`config.mk`:
```
export PLATFORM = sky130hd
export DESIGN_NAME = hid_type_sequencer
export DESIGN_NICKNAME = d
export VERILOG_FILES = /design/src/rtl/hid_type_sequencer.sv
export SDC_FILE = /design/constraint.sdc
export NUM_CORES = 1
export LEC_CHECK = 0
export ABC_AREA = 1
export CORE_UTILIZATION = 45
export DETAILED_ROUTE_END_ITERATION = 6
export PLACE_DENSITY_LB_ADDON = 0.1
export SLEW_MARGIN = 10
export SYNTH_ARGS = -nofsm -noshare
export SYNTH_HDL_FRONTEND = slang
export SYNTH_SLANG_ARGS = --single-unit
```
`constraint.sdc`:
```
create_clock -name clk -period 4.8 [get_ports clk]
set_input_delay 0.96 -clock clk [delete_from_list [all_inputs] [get_ports clk]]
set_output_delay 0.96 -clock clk [all_outputs]
set_load 0.03 [all_outputs]
```
`src/rtl/hid_type_sequencer.sv`:
```
// ASCII character stream to USB HID keyboard press/release report pairs,
// with fixed key-hold and inter-key gap timing.
module hid_type_sequencer #(
  parameter int HOLD_CYCLES = 500000,
  parameter int GAP_CYCLES  = 500000,
  parameter int CNT_W       = 20
) (
  input  logic        clk,
  input  logic        rst,
  input  logic        char_valid,
  input  logic [6:0]  char_data,
  output logic        char_ready,
  output logic [6:0]  lut_key,
  input  logic [7:0]  lut_value,
  output logic        report_valid,
  output logic [15:0] report_data,
  input  logic        report_ready,
  output logic        busy,
  output logic        drop_pulse
);

  typedef enum logic [2:0] {IDLE, LOOKUP, PRESS, HOLD, RELEASE, GAP} state_t;

  localparam logic [CNT_W-1:0] HOLD_LAST = CNT_W'(HOLD_CYCLES - 1);
  localparam logic [CNT_W-1:0] GAP_LAST  = CNT_W'(GAP_CYCLES - 1);

  state_t           state_reg, state_next;
  logic [CNT_W-1:0] cnt_reg, cnt_next;
  logic [6:0]       char_reg, char_next;
  logic [6:0]       key_reg, key_next;
  logic             shift_reg, shift_next;
  logic             drop_reg, drop_next;
  logic [127:0]     supported_map;
  logic             supported;

  // Codes outside this set never reach the LUT (code 0 maps to a null key).
  genvar gi;
  generate
    for (gi = 0; gi < 128; gi++) begin : g_map
      assign supported_map[gi] = (gi >= 32) || (gi == 8) ||
                                 (gi >= 17 && gi <= 20) || (gi == 27);
    end
  endgenerate

  assign supported  = supported_map[char_data];
  assign lut_key    = char_reg;
  assign busy       = (state_reg != IDLE);
  assign drop_pulse = drop_reg;

  always_comb begin
    state_next   = state_reg;
    cnt_next     = cnt_reg;
    char_next    = char_reg;
    key_next     = key_reg;
    shift_next   = shift_reg;
    drop_next    = 1'b0;
    char_ready   = 1'b0;
    report_valid = 1'b0;
    report_data  = 16'h0000;
    case (state_reg)
      IDLE: begin
        char_ready = 1'b1;
        if (char_valid) begin
          if (supported) begin
            char_next  = char_data;
            state_next = LOOKUP;
          end else begin
            drop_next = 1'b1;
          end
        end
      end
      LOOKUP: begin
        key_next   = lut_value[6:0];
        shift_next = lut_value[7];
        state_next = PRESS;
      end
      PRESS: begin
        report_valid = 1'b1;
        report_data  = {(shift_reg ? 8'h02 : 8'h00), 1'b0, key_reg};
        if (report_ready) begin
          cnt_next   = '0;
          state_next = HOLD;
        end
      end
      HOLD: begin
        cnt_next = cnt_reg + 1'b1;
        if (cnt_reg == HOLD_LAST) state_next = RELEASE;
      end
      RELEASE: begin
        report_valid = 1'b1;
        if (report_ready) begin
          cnt_next   = '0;
          state_next = GAP;
        end
      end
      GAP: begin
        cnt_next = cnt_reg + 1'b1;
        if (cnt_reg == GAP_LAST) state_next = IDLE;
      end
      default: state_next = IDLE;
    endcase
  end

  always_ff @(posedge clk) begin
    if (rst) begin
      state_reg <= IDLE;
      cnt_reg   <= '0;
      char_reg  <= '0;
      key_reg   <= '0;
      shift_reg <= 1'b0;
      drop_reg  <= 1'b0;
    end else begin
      state_reg <= state_next;
      cnt_reg   <= cnt_next;
      char_reg  <= char_next;
      key_reg   <= key_next;
      shift_reg <= shift_next;
      drop_reg  <= drop_next;
    end
  end

endmodule

```
==> impl_summary.txt <==
----------------------------------------------------
[Status]
  Outcome ... complete, but fails checks
  Failing checks ... design-rule violations

[Final layout]
  Largest register FFs ... 20
  Diodes inserted ... 0
  Final Cell Area ... 0.00260 mm2
  Leading cell type in the layout, fill and taps excluded ... sky130_fd_sc_hd__nand2_1
  Fin util ... 58.6%
  Commonest non-fill, non-tap cells in the layout ... sky130_fd_sc_hd__nand2_1 (80), sky130_fd_sc_hd__nor2_1 (58), sky130_fd_sc_hd__inv_1 (41)
  Area grow syn2layout ... 22.6%
  Layout cells sized above 1 ... 4.34%
  Filler Cells Inserted ... 447
  Number of nets in the finished design ... 389

[Clock network]
  # H-tree levels ... 2
  Gates resized, CTS repair ... 0
  Post-CTS Repair Setup Buffers ... 0
  Clock tree from TritonCTS ... built
  Quantity of hold-fixing buffers added after cts ... 0
  Clock-pin transition on the worst setup and hold timing paths ... 0.07 ns
  Buffers from clock root to sink, at most ... 2
  Clk sink count ... 39
  Total CTS buffers ... 5
  Clk Tree Root Cell ... sky130_fd_sc_hd__clkbuf_8
  Insertion delay of the later-clocked pin in the worst-skew pair ... 0.29 ns

[Critical path]
  Slack of the worst reg-to-reg path ... 2.81 ns
  Crit path capture type ... output port
  Critical path type ... flip-flop to output port
  CP Data Arrival Time ... 1.78 ns
  Crit start category ... flip-flop
  Crit Reg-Reg Startpoint ... state_reg[2]$_SDFFE_PP0P_
  Critical path required time ... 3.84 ns
  Worst reg2reg path endpoint ... cnt_reg[5]$_SDFFE_PP0P_
  Depth of the worst register-to-register path ... 9
  Maximum fanout encountered on the critical timing path ... 10
  Origin of the worst setup path ... state_reg[2]$_SDFFE_PP0P_

[Global routing]
  GRT Overall Usage ... 19.6%
  Antenna violations before repair ... 0
  Maximum number of pins on one net before global-route repair ... 20
  Via count of the first global-routing pass ... 1757
  Total overflow reported by the global router ... 0
  First-pass GRT wire length ... 7740 um

[Logic synthesis]
  Count of distinct cell types in the synthesized netlist ... 27
  Async set or reset register ratio after synthesis ... 0%
  Combined area of all synthesized cells ... 0.00212 mm2
  Mean cell area of the mapped netlist ... 6.43 um2
  Number of synthesized flops with an enable pin ... 0
  Count of warnings emitted by yosys ... 0
  Syn Inst Count ... 330
  Top_reg_cell synth ... sky130_fd_sc_hd__dfxtp_1
  Proportion of synthesized chip area in sequential cells ... 36.8%
  Flops & latches, synth ... 39

[Floorplan]
  Die Area ... 0.00500 mm2
  Overall die width ... 70.7 um
  Height of the chip ... 70.7 um
  Initial standard-cell utilization of the core ... 47.8%
  Core outline area ... 0.00444 mm2
  Total I/O pin count ... 46
  Cell row count ... 24

[Drt]
  Pre-antenna DRT Iters ... 6
  Via/cell ratio ... 4.91
  Per-cell routed wire length ... 10.9 um
  Residual antenna-violating net count after detailed routing ... 0
  Sum of routed wire length over all layers ... 4580 um
  Vias after detailed routing ... 2069
  Total DRC errors in the routed layout ... 4
  DRC marker count from the first detailed-route iteration ... 98

[Flow run]
  MaxCap Viol Count ... 0

[Timing]
  Peak Freq ... 365 MHz
  Setup repair after global routing missed its margin ... no
  Final Critical Period ... 2.74 ns
  Slew margin rel. ... 46.6%
  Setup clock skew after layout ... 0.00141 ns
  Final count of pins violating max slew ... 0
  Final setup vio count ... 0
  Final hold violation count ... 0
  Worst Tran Pin Value ... 0.801 ns
  Final Cycle Share ... 57.1%
  Sum Neg Setup Slack ... 0 ns
  Final hold slack ... 0.456 ns

[Power]
  Pleak ... 1.00 nW
  Max IR drop VDD ... 0.000355 V
  Overall Power ... 1.07 mW
  Power density cells ... 412 mW/mm2

[Placement]
  Placer's final routability congestion estimate ... 0.841
  Half-perimeter wire length after placement ... 3420 um
  Number of buffers added on ports ... 37
  Total cell area at the placement stage ... 0.00250 mm2

[Worst hold path]
  Endpoint of the worst hold-timing path ... shift_reg$_SDFFE_PP0P_
  Hold Startpoint ... shift_reg$_SDFFE_PP0P_
  Class of the most critical hold timing path ... flip-flop to flip-flop
  Cells on Worst Hold Path ... 2

----------------------------------------------------
[how the worst max path moves through the flow]
| stage | to | slack, ns | depth (start not counted) |
|---|---|---|---|
| after floorplan | char_ready | 2.83 | 3 |
| after global placement | cnt_reg[10]$_SDFFE_PP0P_ | 2.03 | 4 |
| after detailed placement | cnt_reg[10]$_SDFFE_PP0P_ | 1.91 | 4 |
| after CTS | report_data[9] | 2.03 | 4 |
| after global routing | report_data[9] | 1.91 | 4 |
| final | report_data[9] | 2.06 | 4 |
[worst max-delay path, cell delays in order, from the launching register on]
cell,delay (ns)
sky130_fd_sc_hd__dfxtp_1,0.36
sky130_fd_sc_hd__inv_1,0.16
sky130_fd_sc_hd__nand3_4,0.16
sky130_fd_sc_hd__nor2_1,0.13
sky130_fd_sc_hd__clkdlybuf4s50_1,0.69
[area by class of cell]
cell class | instances | area (um2) | share of cell area (%)
flip-flops and latches | 39 | 781 | 30.0
inverters | 41 | 154 | 5.91
multi-input cells | 244 | 1130 | 43.4
clock inverters | 1 | 7.51 | 0.288
clock buffers | 7 | 96.3 | 3.70
well taps | 52 | 65.1 | 2.50
repair buffers | 37 | 370 | 14.2
[cell families after synthesis]
| family | count (synthesis) | synth area share (%) |
|---|---|---|
| and+or+nand+nor | 181 | 36.6 |
| adders and majority gates | 2 | 1.18 |
| DFF | 39 | 36.8 |
| buffers and inverters | 54 | 11.3 |
| other | 1 | 0.177 |
| AOI/OAI and AO/OA | 51 | 13.1 |
| xor gates and xnor gates | 2 | 0.825 |
[synth_stat cells, types with 4 or more instances]
library cell | instances | area, um2
sky130_fd_sc_hd__nor2_1 | 58 | 218
sky130_fd_sc_hd__nand3_1 | 23 | 115
sky130_fd_sc_hd__nand4_1 | 6 | 37.5
sky130_fd_sc_hd__o21ai_0 | 18 | 90.1
sky130_fd_sc_hd__a21oi_1 | 27 | 135
sky130_fd_sc_hd__nor3_1 | 4 | 20.0
sky130_fd_sc_hd__nand2_1 | 80 | 300
sky130_fd_sc_hd__inv_1 | 41 | 154
sky130_fd_sc_hd__o21bai_1 | 4 | 30.0
sky130_fd_sc_hd__buf_4 | 8 | 60.1
sky130_fd_sc_hd__clkbuf_1 | 4 | 15.0
sky130_fd_sc_hd__dfxtp_1 | 39 | 781
[routing by layer]
layer / vias up / share of wire [%] / track usage [%]
li1: 1109 / - / -
met1: 903 / 50 / 26.1
met2: 50 / 43 / 29.6
met3: 7 / 4.3 / 4.70
met4: 0 / 1.9 / 9.78
met5: - / 0 / 0
[report_power, final]
group	switching, mW	internal (mW)	total, mW	leakage (nW)
Combinational	0.272	0.146	0.418	0.635
Clock	0.115	0.131	0.246	0.0505
Sequential	0.0323	0.377	0.409	0.317
[per-stage QoR]
| step | cells | setup slack, ns |
|---|---|---|
| after floorplan | 337 | 2.83 |
| after global placement | 413 | 2.03 |
| after detailed placement | 413 | 1.91 |
| after CTS | 421 | 2.03 |
| after global routing | 421 | 1.91 |
| final | 421 | 2.06 |
Note: power is estimated with default switching activity, not from simulation.
